<file path="config.mk">
export PLATFORM = sky130hd
export DESIGN_NAME = vsm_alu_sequencer
export DESIGN_NICKNAME = d
export VERILOG_FILES = /design/src/rtl/vsm_pkg.sv /design/src/rtl/vsm_cmd_fifo.sv /design/src/rtl/vsm_alu_sequencer.sv
export SDC_FILE = /design/constraint.sdc
export NUM_CORES = 1
export LEC_CHECK = 0
export CAP_MARGIN = 25
export CORE_UTILIZATION = 25
export CTS_BUF_LIST = sky130_fd_sc_hd__clkbuf_4
export DETAILED_ROUTE_END_ITERATION = 10
export PLACE_DENSITY = 0.5
export REMOVE_ABC_BUFFERS = 1
export SETUP_SLACK_MARGIN = 0.2
export SLEW_MARGIN = 20
export SYNTH_ARGS = -nofsm -noshare
export SYNTH_HDL_FRONTEND = slang
export SYNTH_SLANG_ARGS = --single-unit
</file>
<file path="constraint.sdc">
create_clock -name Clk -period 4.9 [get_ports Clk]
set_clock_uncertainty 0.1 [all_clocks]
set_input_delay 0.735 -clock Clk [delete_from_list [all_inputs] [get_ports Clk]]
set_output_delay 0.735 -clock Clk [all_outputs]
set_load 0.01 [all_outputs]
</file>
<file path="src/rtl/vsm_pkg.sv">
// Shared definitions for the ALU sequencer: widths, FIFO depth, op encoding,
// FSM state encoding and the queued command payload.
package vsm_pkg;

    localparam int unsigned DATA_W     = 4;
    localparam int unsigned FIFO_DEPTH = 2;
    localparam int unsigned CNT_W      = 2;

    localparam logic OP_ADD = 1'b0;
    localparam logic OP_SUB = 1'b1;

    typedef enum logic [1:0] {
        ST_IDLE = 2'd0,
        ST_LOAD = 2'd1,
        ST_EXEC = 2'd2,
        ST_HOLD = 2'd3
    } state_t;

    // Queued command, 9 bits: {op, a, b}
    typedef struct packed {
        logic              op;
        logic [DATA_W-1:0] a;
        logic [DATA_W-1:0] b;
    } cmd_t;

endpackage

</file>
<file path="src/rtl/vsm_cmd_fifo.sv">
// Two-entry command FIFO for the ALU sequencer.
// Ports:
//   clk, rst_n   clock, asynchronous active-low reset (empties the FIFO)
//   push, din    write one command (caller guarantees not full)
//   pop          discard the head entry (caller guarantees not empty)
//   head         current oldest entry
//   count        number of stored entries (0..2)
module vsm_cmd_fifo
    import vsm_pkg::*;
(
    input  logic             clk,
    input  logic             rst_n,
    input  logic             push,
    input  logic             pop,
    input  cmd_t             din,
    output cmd_t             head,
    output logic [CNT_W-1:0] count
);

    cmd_t mem [FIFO_DEPTH];
    logic wr_ptr;
    logic rd_ptr;

    // Storage, pointers and occupancy; simultaneous push/pop keeps count
    always_ff @(posedge clk or negedge rst_n) begin
        if (!rst_n) begin
            for (int unsigned i = 0; i < FIFO_DEPTH; i++) begin
                mem[i] <= '0;
            end
            wr_ptr <= 1'b0;
            rd_ptr <= 1'b0;
            count  <= '0;
        end else begin
            if (push) begin
                mem[wr_ptr] <= din;
                wr_ptr      <= ~wr_ptr;
            end
            if (pop) begin
                rd_ptr <= ~rd_ptr;
            end
            if (push && !pop) begin
                count <= count + CNT_W'(1);
            end else if (!push && pop) begin
                count <= count - CNT_W'(1);
            end
        end
    end

    assign head = mem[rd_ptr];

endmodule

</file>
<file path="src/rtl/vsm_alu_sequencer.sv">
// Sequencer that queues ADD/SUB commands and drives an external ALU through
// IDLE -> LOAD -> EXEC -> HOLD, returning results over a valid/ready port.
// Optional feature macro: VSM_ALU_ZERO_FLAG_EN adds the ResZero output.
// Ports:
//   Clk, Rst_n                 clock, asynchronous active-low reset
//   CmdValid/CmdReady          command handshake; CmdOp (0=ADD,1=SUB), CmdA, CmdB
//   A, B, AddSub, EnableAlu    registered drive to the arithmetic unit
//   IB_Alu, Carry              arithmetic unit result and carry-out
//   ResValid/ResReady          result handshake; ResData, ResCarry, ResZero
module vsm_alu_sequencer
    import vsm_pkg::*;
(
    input  logic              Clk,
    input  logic              Rst_n,
    input  logic              CmdValid,
    output logic              CmdReady,
    input  logic              CmdOp,
    input  logic [DATA_W-1:0] CmdA,
    input  logic [DATA_W-1:0] CmdB,
    output logic [DATA_W-1:0] A,
    output logic [DATA_W-1:0] B,
    output logic              AddSub,
    output logic              EnableAlu,
    input  logic [DATA_W-1:0] IB_Alu,
    input  logic              Carry,
    output logic              ResValid,
    input  logic              ResReady,
    output logic [DATA_W-1:0] ResData,
    output logic              ResCarry
`ifdef VSM_ALU_ZERO_FLAG_EN
    ,
    output logic              ResZero
`endif
);

    state_t           state;
    cmd_t             cmd_in_c;
    cmd_t             head;
    logic [CNT_W-1:0] fifo_count;
    logic             push_c;
    logic             pop_c;
    logic             res_done_c;
    logic             fifo_empty_c;

    // Ready decodes only the registered occupancy, so ResReady never reaches it
    assign CmdReady     = (fifo_count < CNT_W'(FIFO_DEPTH));
    assign fifo_empty_c = (fifo_count == '0);
    assign push_c       = CmdValid & CmdReady;
    assign res_done_c   = ResValid & ResReady;
    assign cmd_in_c     = '{op: CmdOp, a: CmdA, b: CmdB};

    // Head is consumed on entry to LOAD, from IDLE or straight out of HOLD
    assign pop_c = !fifo_empty_c &&
                   ((state == ST_IDLE) || ((state == ST_HOLD) && res_done_c));

    vsm_cmd_fifo u_fifo (
        .clk   (Clk),
        .rst_n (Rst_n),
        .push  (push_c),
        .pop   (pop_c),
        .din   (cmd_in_c),
        .head  (head),
        .count (fifo_count)
    );

    // Sequencer FSM with registered ALU drive and result outputs
    always_ff @(posedge Clk or negedge Rst_n) begin
        if (!Rst_n) begin
            state     <= ST_IDLE;
            A         <= '0;
            B         <= '0;
            AddSub    <= OP_ADD;
            EnableAlu <= 1'b0;
            ResValid  <= 1'b0;
            ResData   <= '0;
            ResCarry  <= 1'b0;
`ifdef VSM_ALU_ZERO_FLAG_EN
            ResZero   <= 1'b0;
`endif
        end else begin
            // Operands change only when a command enters LOAD; the LOAD
            // cycle itself is the settle cycle with EnableAlu still low
            if (pop_c) begin
                A      <= head.a;
                B      <= head.b;
                AddSub <= (head.op == OP_SUB);
            end

            case (state)
                ST_IDLE: begin
                    if (pop_c) begin
                        state <= ST_LOAD;
                    end
                end
                ST_LOAD: begin
                    EnableAlu <= 1'b1;
                    state     <= ST_EXEC;
                end
                ST_EXEC: begin
                    EnableAlu <= 1'b0;
                    ResData   <= IB_Alu;
                    ResCarry  <= Carry;
`ifdef VSM_ALU_ZERO_FLAG_EN
                    ResZero   <= (IB_Alu == '0);
`endif
                    ResValid  <= 1'b1;
                    state     <= ST_HOLD;
                end
                ST_HOLD: begin
                    if (res_done_c) begin
                        ResValid <= 1'b0;
                        state    <= pop_c ? ST_LOAD : ST_IDLE;
                    end
                end
                default: begin
                    state <= ST_IDLE;
                end
            endcase
        end
    end

endmodule

</file>
; Word level (Yosys, flattened, before mapping)
; Cells that the tools add are included.
[totals]
out_inout_bits = 17
n_memories = 0
register_bits = 40
latch_bits = 0
mem_bits_ro = 0
ram_bits = 0
elab_cells = 65
in_bits = 18
[op_classes]
div = 0
n_eq_ne = 5
mul = 0
n_lt_le_gt_ge = 4
add_sub_neg = 2
bitwise = 6
reduce_logical = 16
shift = 0
mux = 15
[ops]
columns = cell, count
row1 = 9-bit 2-to-1 mux, 4
row2 = 18-bit bitwise mux, 1
row3 = 9-bit demux with 1-bit select, 1
row4 = 2-bit 2-to-1 mux, 4
row5 = 2-bit case mux with 4 select lines, 1
row6 = 2-bit nonzero test, 3
row7 = 1-bit logical AND, 5
row8 = "2-bit == test, second input constant", 2
row9 = "2-bit >= comparator, second input constant", 2
row10 = 2-bit zero test, 2
row11 = "2-bit inequality test, second input constant", 2
row12 = 1-bit NOT with 2-bit output, 2
row13 = 1-bit case mux with 2 select lines, 2
row14 = 2-bit AND reduction, 2
row15 = 1-bit zero test, 3
row16 = "2-bit by 1-bit adder with 2-bit output, second input constant", 1
row17 = 1-bit AND, 2
row18 = "2-bit by 1-bit == test with 1-bit output, second input constant", 1
row19 = "2-bit by 1-bit < comparator with 1-bit output, second input constant", 1
row20 = "2-bit < comparator, second input constant", 1
row21 = 1-bit 2-to-1 mux, 2
row22 = 1-bit NOT, 2
row23 = "2-bit by 1-bit subtractor with 2-bit output, second input constant", 1
row24 = 1-bit logical OR, 1

; Longest topological paths before layout
; Gate-level depths: netlist of run 1.
[logic_depth]
word_depth = 7
ltp_mapped = 10
depth_no_buf = 9

; Modules after synthesis
; Synthesis of run 1 repeated with hierarchy kept, for this count alone.
[hier_totals]
cells_unflattened = 118
area_unflattened_um2 = 1824.2
[modules_own_cells]
columns = module, area_each_um2, n_inst, cells_each
row1 = vsm_cmd_fifo, 983.4, 1, 61
row2 = vsm_alu_sequencer, 840.8, 1, 57

; Worst setup path before layout of run 1
; Ideal clock, no wire load.
[synth_timing]
kind = input to register
start = in ResReady
end = reg u_fifo.count[1]
t_required_ps = 4720
setup_time_ps = 80
path_slack_ps = 3040
n_path_buf = 1
t_arrival_ps = 1680
cell_stages = 7
cell_sequence = a31oi_1 > nor2_2 > buf_6 > inv_1 > ha_1 > nor2_1 > xnor2_1
[synth_between]
elab_chain_cells = 7
elab_cells_between_ends = 9
cone_classes = mux (1) / bitwise (1) / reduce/logical (7)
[synth_rtl]
columns = element, line_no
row1 = from (decl), vsm_alu_sequencer.sv:27  ; input logic ResReady,
row2 = 1-bit AND *, vsm_alu_sequencer.sv:49  ; assign res_done_c = ResValid & ResReady;
row3 = 1-bit logical AND *, vsm_alu_sequencer.sv:54  ; ((state == ST_IDLE) || ((state == ST_HOLD) && res_done_c));
row4 = 1-bit logical OR *, vsm_alu_sequencer.sv:54
row5 = 1-bit logical AND *, vsm_alu_sequencer.sv:53  ; assign pop_c = !fifo_empty_c &&
row6 = 1-bit zero test, vsm_cmd_fifo.sv:41  ; if (push && !pop) begin
row7 = 1-bit logical AND, vsm_cmd_fifo.sv:41
row8 = 2-bit 2-to-1 mux or 2-bit nonzero test (tied branches), n/a
row9 = to (signal assigned), vsm_cmd_fifo.sv:42  ; count <= count + CNT_W'(1);
row10 = to (signal assigned), vsm_cmd_fifo.sv:44  ; count <= count - CNT_W'(1);
row11 = to (decl), vsm_cmd_fifo.sv:17  ; output logic [CNT_W-1:0] count
; Every way passes the cells marked *; elsewhere a longest branch is shown, timed or not.
; A chain may end at the register's enable or synchronous reset.

; Worst setup path after layout of run 1
; Same ends and word-level chain as after synthesis.

==> results of run 1 <==
==> per-layer routing <==
metal	GRT usage, %	share of wire, %	up-vias
met5	0	0	-
met1	13.3	46	550
li1	-	-	482
met2	16.2	48	25
met4	4.47	1.7	0
met3	2.46	4.2	7
==> synth_stat cells <==
library cell and number:
sky130_fd_sc_hd__clkbuf_1 1, sky130_fd_sc_hd__mux2i_1 1, sky130_fd_sc_hd__inv_1 6, sky130_fd_sc_hd__a31oi_1 1, sky130_fd_sc_hd__o22a_1 1, sky130_fd_sc_hd__o22ai_1 1
sky130_fd_sc_hd__mux2_2 24, sky130_fd_sc_hd__a22o_1 1, sky130_fd_sc_hd__xnor2_1 2, sky130_fd_sc_hd__buf_2 1, sky130_fd_sc_hd__ha_1 5, sky130_fd_sc_hd__nand2_1 1
sky130_fd_sc_hd__nor2b_4 2, sky130_fd_sc_hd__buf_6 2, sky130_fd_sc_hd__dfrtp_1 40, sky130_fd_sc_hd__o21ai_0 1, sky130_fd_sc_hd__nand3b_1 1, sky130_fd_sc_hd__a221oi_1 1
sky130_fd_sc_hd__nand2_2 1, sky130_fd_sc_hd__xor2_1 3, sky130_fd_sc_hd__nor2_1 3, sky130_fd_sc_hd__nor2_2 2, sky130_fd_sc_hd__mux2_4 18
==> path summary, 6_finish.rpt <==
check                                   start              end  slack, ns  cells after the start
min in group Clk                u_fifo.mem[7]    u_fifo.mem[7]       0.41                      1
worst min register to register  u_fifo.mem[7]    u_fifo.mem[7]       0.41                      1
max in group asynchronous               Rst_n    u_fifo.rd_ptr       3.73                      1
worst max register to register       state[1]  u_fifo.count[1]       2.61                      8
worst max-delay path                 ResReady  u_fifo.count[1]       2.40                      8
worst min-delay path                    Rst_n   u_fifo.mem[15]       0.41                      1
==> sequential cells by signal (all words and copies together), names as in the netlist <==
register,cells
u_fifo.wr_ptr,1
state,2
ResCarry,1
AddSub,1
ResValid,1
u_fifo.rd_ptr,1
A,4
u_fifo.mem,18
ResData,4
EnableAlu,1
u_fifo.count,2
B,4
==> power by group <==
| group | internal (µW) | total, µW | switching [µW] |
|---|---|---|---|
| registers | 503 | 631 | 127 |
| logic | 494 | 763 | 269 |
| clock network | 52.4 | 159 | 106 |
| total | 1050 | 1550 | 503 |
==> layout make-up <==
class	instances	area share (%)
inverters	6	0.980
clock buffers	5	1.63
clock inverters	2	0.544
flip-flops and latches	40	43.5
repair buffers	34	14.6
well taps	96	5.23
multi-input cells	69	33.5
==> layout by cell type, fill, tap and decap left out, types with 2 or more instances in the layout <==
cell type,n
sky130_fd_sc_hd__clkbuf_4,5
sky130_fd_sc_hd__clkdlybuf4s50_1,33
sky130_fd_sc_hd__dfrtp_1,40
sky130_fd_sc_hd__ha_1,5
sky130_fd_sc_hd__inv_1,6
sky130_fd_sc_hd__mux2_2,24
sky130_fd_sc_hd__mux2_4,18
sky130_fd_sc_hd__nor2_1,3
sky130_fd_sc_hd__nor2_2,2
sky130_fd_sc_hd__nor2b_4,2
sky130_fd_sc_hd__xnor2_1,2
sky130_fd_sc_hd__xor2_1,3
==> cell families (layout without fill, tap and decap cells) <==
family	count (synthesis)	in the layout	synth area share, %
buffers and inverters	10	47	2.95
AO/OA/AOI/OAI	6	6	2.40
adder cells (fa/ha/maj)	5	5	3.43
AND/OR/NAND/NOR	10	10	3.77
XOR/XNOR	5	5	2.40
multiplexers	43	43	30.2
flip-flops	40	40	54.9
==> stage by stage <==
stage          total power (µW)  util (%)  instance area (µm²)
3_5_place_dp               1420      32.6                 2250
6_report                   1550      33.3                 2300
5_1_grt                    1680      33.3                 2300
2_1_floorplan              1140         -                 1790
4_1_cts                    1580      33.3                 2300
3_3_place_gp               1380      32.6                 2250
==> impl_metrics.toml, run 1 <==
[outcome]
run_status = "completed"

[drt]
avgRoutedWirePerCell_um = 13.7
drt_first_pass_iters = 3
num_vias = 1064
detail_route.vias_per_cell = 4.22
final_antenna_net_count = 0
drcViolationCount = 0
drt-total-wl_mm = 3.46
detail_route.iter0.violations = 42

[yosys]
netlist_top_cells_area = "sky130_fd_sc_hd__dfrtp_1, sky130_fd_sc_hd__mux2_4, sky130_fd_sc_hd__mux2_2"
synth-warning-count = 0
synth_top_area_share_pct = 54.9
post_synth_inst_count = 119
sequential_to_total_area_share_from_yosys_stat_pct = 54.9
ys_ff_latch = 40
synth.avg_cell_area_um2 = 15.3
mappedNetlistArea_um2 = 1820
synth_cell_type_count = 23
post-synth-top-area-cell = "sky130_fd_sc_hd__dfrtp_1"

[worst_setup_path]
worst_setup_path_start_kind = "input port"
worstPathRequired_ns = 5.07
worst_setup_path_end_kind = "flip-flop"
crit_path_cell_trace = "clkdlybuf4s50_1 > a31oi_1 > nor2_2 > inv_1 > ha_1 > xor2_1 > nor2_1 > xnor2_1"
worst-path-buf-inv = 2
timing.critical_path.max_delay_family = "simple AND/OR/NAND/NOR gates"
path_class = "in2reg"
timing.critical_path.arrival_ns = 2.66
timing.critical_path.slowest_cell_delay_ns = 0.60
worst-path-max-fanout = 11
critical-path-slowest-cell = "sky130_fd_sc_hd__nor2_2"

[global_routing]
grt_pass1_vias = 1166
global_route.usage.total_pct = 10.2
overflow = 0
initial_antenna_violation_count = 0
grt_first_pass_wirelength_mm = 5.84
grt_start_max_net_pins = 41

[place]
dp_cells = 245
io_buffers = 34
dp_hpwl_mm = 2.40
gp_congestion = 0.757
place_ws_ns = 2.00

[clocking]
clock_insertion_delay_worst_skew_ns = 0.34
post_cts.resized_instances = 0
clock_tree.htree_level_count = 2
cts_sinks = 40
cts_buffer_depth = 2
tritoncts = "done"
hold_fix_buffers_at_cts = 0
post_cts.repair.setup_buffers = 0
clk_root_buffer_cell = "sky130_fd_sc_hd__clkbuf_4"
cts_made_buffers = 5
cts.reportedPaths.clkPinSlew_ns = 0.12

[final_layout]
n_antenna_cell = 0
fin_cells = 252
nets = 179
sequential_cell_area_um2 = 1000
final.fill_count = 721
multiInputGateArea_um2 = 769
layout-area-overhead-vs-synth_pct = 26.0
layout_cells_sized_above_1_pct = 35.3

[flow_run]
max_cap_viol_count = 0

[timing]
timing_hold_violations_final = 0
worst-slew-pin-transition_ns = 0.907
maxSlewViolCount = 0
fin_crit_sh_pct = 51.0
finalWorstPathRequiredPeriod_ns = 2.50
clock.fmax_mhz = 401
worst_hold_slack_ns = 0.407
fin_tns_setup_ns = 0
relSlewSlack_pct = 39.5
timing.final.ws_setup_ns = 2.40
setup-violations-final = 0
rsz0062_at_grt = "no"

[hold_path]
worst_hold_path_type = "in2async"

[power]
total_leakage_power_uw = 0.000997
ir_drop_uv = 130
power.density_nw_per_um2 = 676

[floorplanning]
design.die.area_um2 = 7640
number_of_rows_in_the_core_area = 30
io_pins = 35
floorplan.die.width_um = 87.4
floorplan.initialDensity_pct = 26.4
die_ht_um = 87.4
core-area_um2 = 6910
(Power assumes the default switching activity.)
==> run 2: changes to the inputs <==
==> constraint.sdc (replaced) <==
create_clock -name Clk -period 2.45 [get_ports Clk]
set_clock_uncertainty 0.1 [all_clocks]
set_input_delay 0.3675 -clock Clk [delete_from_list [all_inputs] [get_ports Clk]]
set_output_delay 0.3675 -clock Clk [all_outputs]
set_load 0.01 [all_outputs]
==> run 2 against run 1 <==
  * Critical path depth fell by 6
  * Critical path type is now reg2out
  * Utilization increased by 0.76 points
  * Sequential share of layout area decreased by 0.97 points
  * Die area stayed put
  * Worst setup slack got worse by 1.9 ns
  * Cell count up 1.6%
  * Global-route usage down 0.85 points
  * Wire length is 6.3% lower
  * Non-clock buffer count rose by 4
  * Via count fell by 3.6%
  * Count of clock-buffer cells in the layout is the same
  * Combinational power grew 100%
==> impl_metrics.toml, run 2 (synthesis results as in run 1) <==
[global_routing]
use_met3_pct = 2.27
global_route.usage.total_pct = 9.38
overflow = 0
grtUsageMet1_pct = 13.1
grt_busiest_layer = "met2"
grt_pass1_vias = 1052
grt_start_max_net_pins = 41
grt_util_met2_pct = 14.0
initial_antenna_violation_count = 0
grt_first_pass_wirelength_mm = 5.36

[worst_setup_path]
worst-path-max-fanout = 4
crit_path_cell_trace = "inv_1 > clkdlybuf4s50_1"
r2r_cells = 7
worstReg2RegEnd = "u_fifo.count[1]"
path_class = "reg2out"
ff2ff_setup_slack_ns = 0.67
critical-path-slowest-cell = "sky130_fd_sc_hd__clkdlybuf4s50_1"
worst-path-buf-inv = 2
timing.critical_path.arrival_ns = 1.44
worst_setup_path_start_kind = "flip-flop"
worst_r2r_startpoint = "state[1]"
timing.critical_path.slowest_cell_delay_ns = 0.55
worstPathRequired_ns = 1.98
timing.critical_path.max_delay_family = "buffers and inverters"
worst_setup_path_end_kind = "output port"

[final_layout]
commonest_cells_after_routing_fill_and_taps_aside = "sky130_fd_sc_hd__dfrtp_1, sky130_fd_sc_hd__clkdlybuf4s50_1, sky130_fd_sc_hd__mux2_2"
layout_cells_sized_above_1_pct = 36.3
final.fill_count = 693
final_common_cell = "sky130_fd_sc_hd__dfrtp_1"
n_antenna_cell = 0
sequential_cell_area_um2 = 1000
multiInputGateArea_um2 = 769
layout-area-overhead-vs-synth_pct = 28.9
biggest_register = "u_fifo.mem"
post-route-util_pct = 34.0
largest_reg_flops = 18
nets = 183

[floorplanning]
core-area_um2 = 6910
design.die.area_um2 = 7640
io_pins = 35
die_ht_um = 87.4
floorplan.die.width_um = 87.4
floorplan.initialDensity_pct = 26.4
number_of_rows_in_the_core_area = 30

[drt]
detail_route.vias_per_cell = 4.01
final_antenna_net_count = 0
num_vias = 1026
avgRoutedWirePerCell_um = 12.7
drcViolationCount = 0
detail_route.iter0.violations = 24
drt-total-wl_mm = 3.25
drt_first_pass_iters = 4

[timing]
timing_hold_violations_final = 0
fin_tns_setup_ns = 0
clock.fmax_mhz = 524
setup-violations-final = 0
fin_crit_sh_pct = 77.8
worst-slew-pin-transition_ns = 0.504
relSlewSlack_pct = 66.4
maxSlewViolCount = 0
rsz0062_at_grt = "no"
finalWorstPathRequiredPeriod_ns = 1.91

[clocking]
post_cts.resized_instances = 0
cts_sinks = 40
cts_made_buffers = 5
post_cts.repair.setup_buffers = 0
cts_buffer_depth = 2
cts.reportedPaths.clkPinSlew_ns = 0.12
hold_fix_buffers_at_cts = 0
clock_tree.htree_level_count = 2
tritoncts = "done"
clk_root_buffer_cell = "sky130_fd_sc_hd__clkbuf_4"
clock_insertion_delay_worst_skew_ns = 0.33

[hold_path]
worst_hold_path_type = "in2async"

[power]
power.density_nw_per_um2 = 1320
seq_power_share_pct = 40.2
total_leakage_power_uw = 0.00102
power_switching_uw = 984
p_int_uw = 2130
ir_drop_uv = 514
power.share.switching_pct = 31.6
pwr-share-comb_pct = 50.0
clock_power_share_pct = 9.8

[place]
io_buffers = 34
gp_congestion = 0.714
dp_hpwl_mm = 2.33

[flow_run]
max_cap_viol_count = 0

[outcome]
run_status = "completed"
[run 2: worst register-to-register path, cell delays in order, from the launching register on]
cell	delay, ns
sky130_fd_sc_hd__dfrtp_1	0.44
sky130_fd_sc_hd__ha_1	0.26
sky130_fd_sc_hd__a31oi_1	0.11
sky130_fd_sc_hd__nor2_2	0.17
sky130_fd_sc_hd__inv_1	0.07
sky130_fd_sc_hd__ha_1	0.30
sky130_fd_sc_hd__nor2_1	0.14
sky130_fd_sc_hd__xnor2_1	0.12
[run 2: worst max-delay path by stage]
stage                     cells past startpoint  slack [ns]            start               to
final                                         2        0.54  u_fifo.count[1]         CmdReady
after CTS                                     2        0.52  u_fifo.count[1]         CmdReady
after floorplan                               9        0.46         state[0]  u_fifo.count[1]
after global routing                          2        0.46  u_fifo.count[1]         CmdReady
after detailed placement                      4        0.45         CmdValid    u_fifo.mem[9]
after global placement                        4        0.47         CmdValid   u_fifo.mem[15]
[run 2: final cells by class]
| class | count | area share, % |
|---|---|---|
| Clock buffer | 5 | 1.60 |
| Clock inverter | 2 | 0.532 |
| Inverter | 6 | 0.958 |
| Multi-Input combinational cell | 69 | 32.7 |
| Sequential cell | 40 | 42.6 |
| Tap cell | 96 | 5.11 |
| Timing Repair Buffer | 38 | 16.5 |
[run 2: power by group through the flow]
stage	clock network (µW)	logic (µW)	registers, µW
after floorplan	0	1010	1270
after detailed placement	0	1570	1270
after global placement	0	1530	1250
after global routing	368	1680	1300
after CTS	336	1570	1260
final	306	1560	1250
[run 2: stage by stage]
stage,cells,setup slack [ns],hold slack (ns),cell area [µm²],power [µW]
2_1_floorplan,115,0.461,-0.0281,1790,2280
3_3_place_gp,247,0.466,0.381,2260,2780
3_5_place_dp,247,0.451,0.390,2260,2840
4_1_cts,254,0.522,0.0560,2310,3160
5_1_grt,256,0.458,0.430,2350,3350
6_report,256,0.543,0.414,2350,3110
[run 2: routing by layer]
layer  vias up  wire length, µm
met5         -                0
met2        29             1480
li1        494                -
met3         4              161
met4         0               27
met1       499             1580
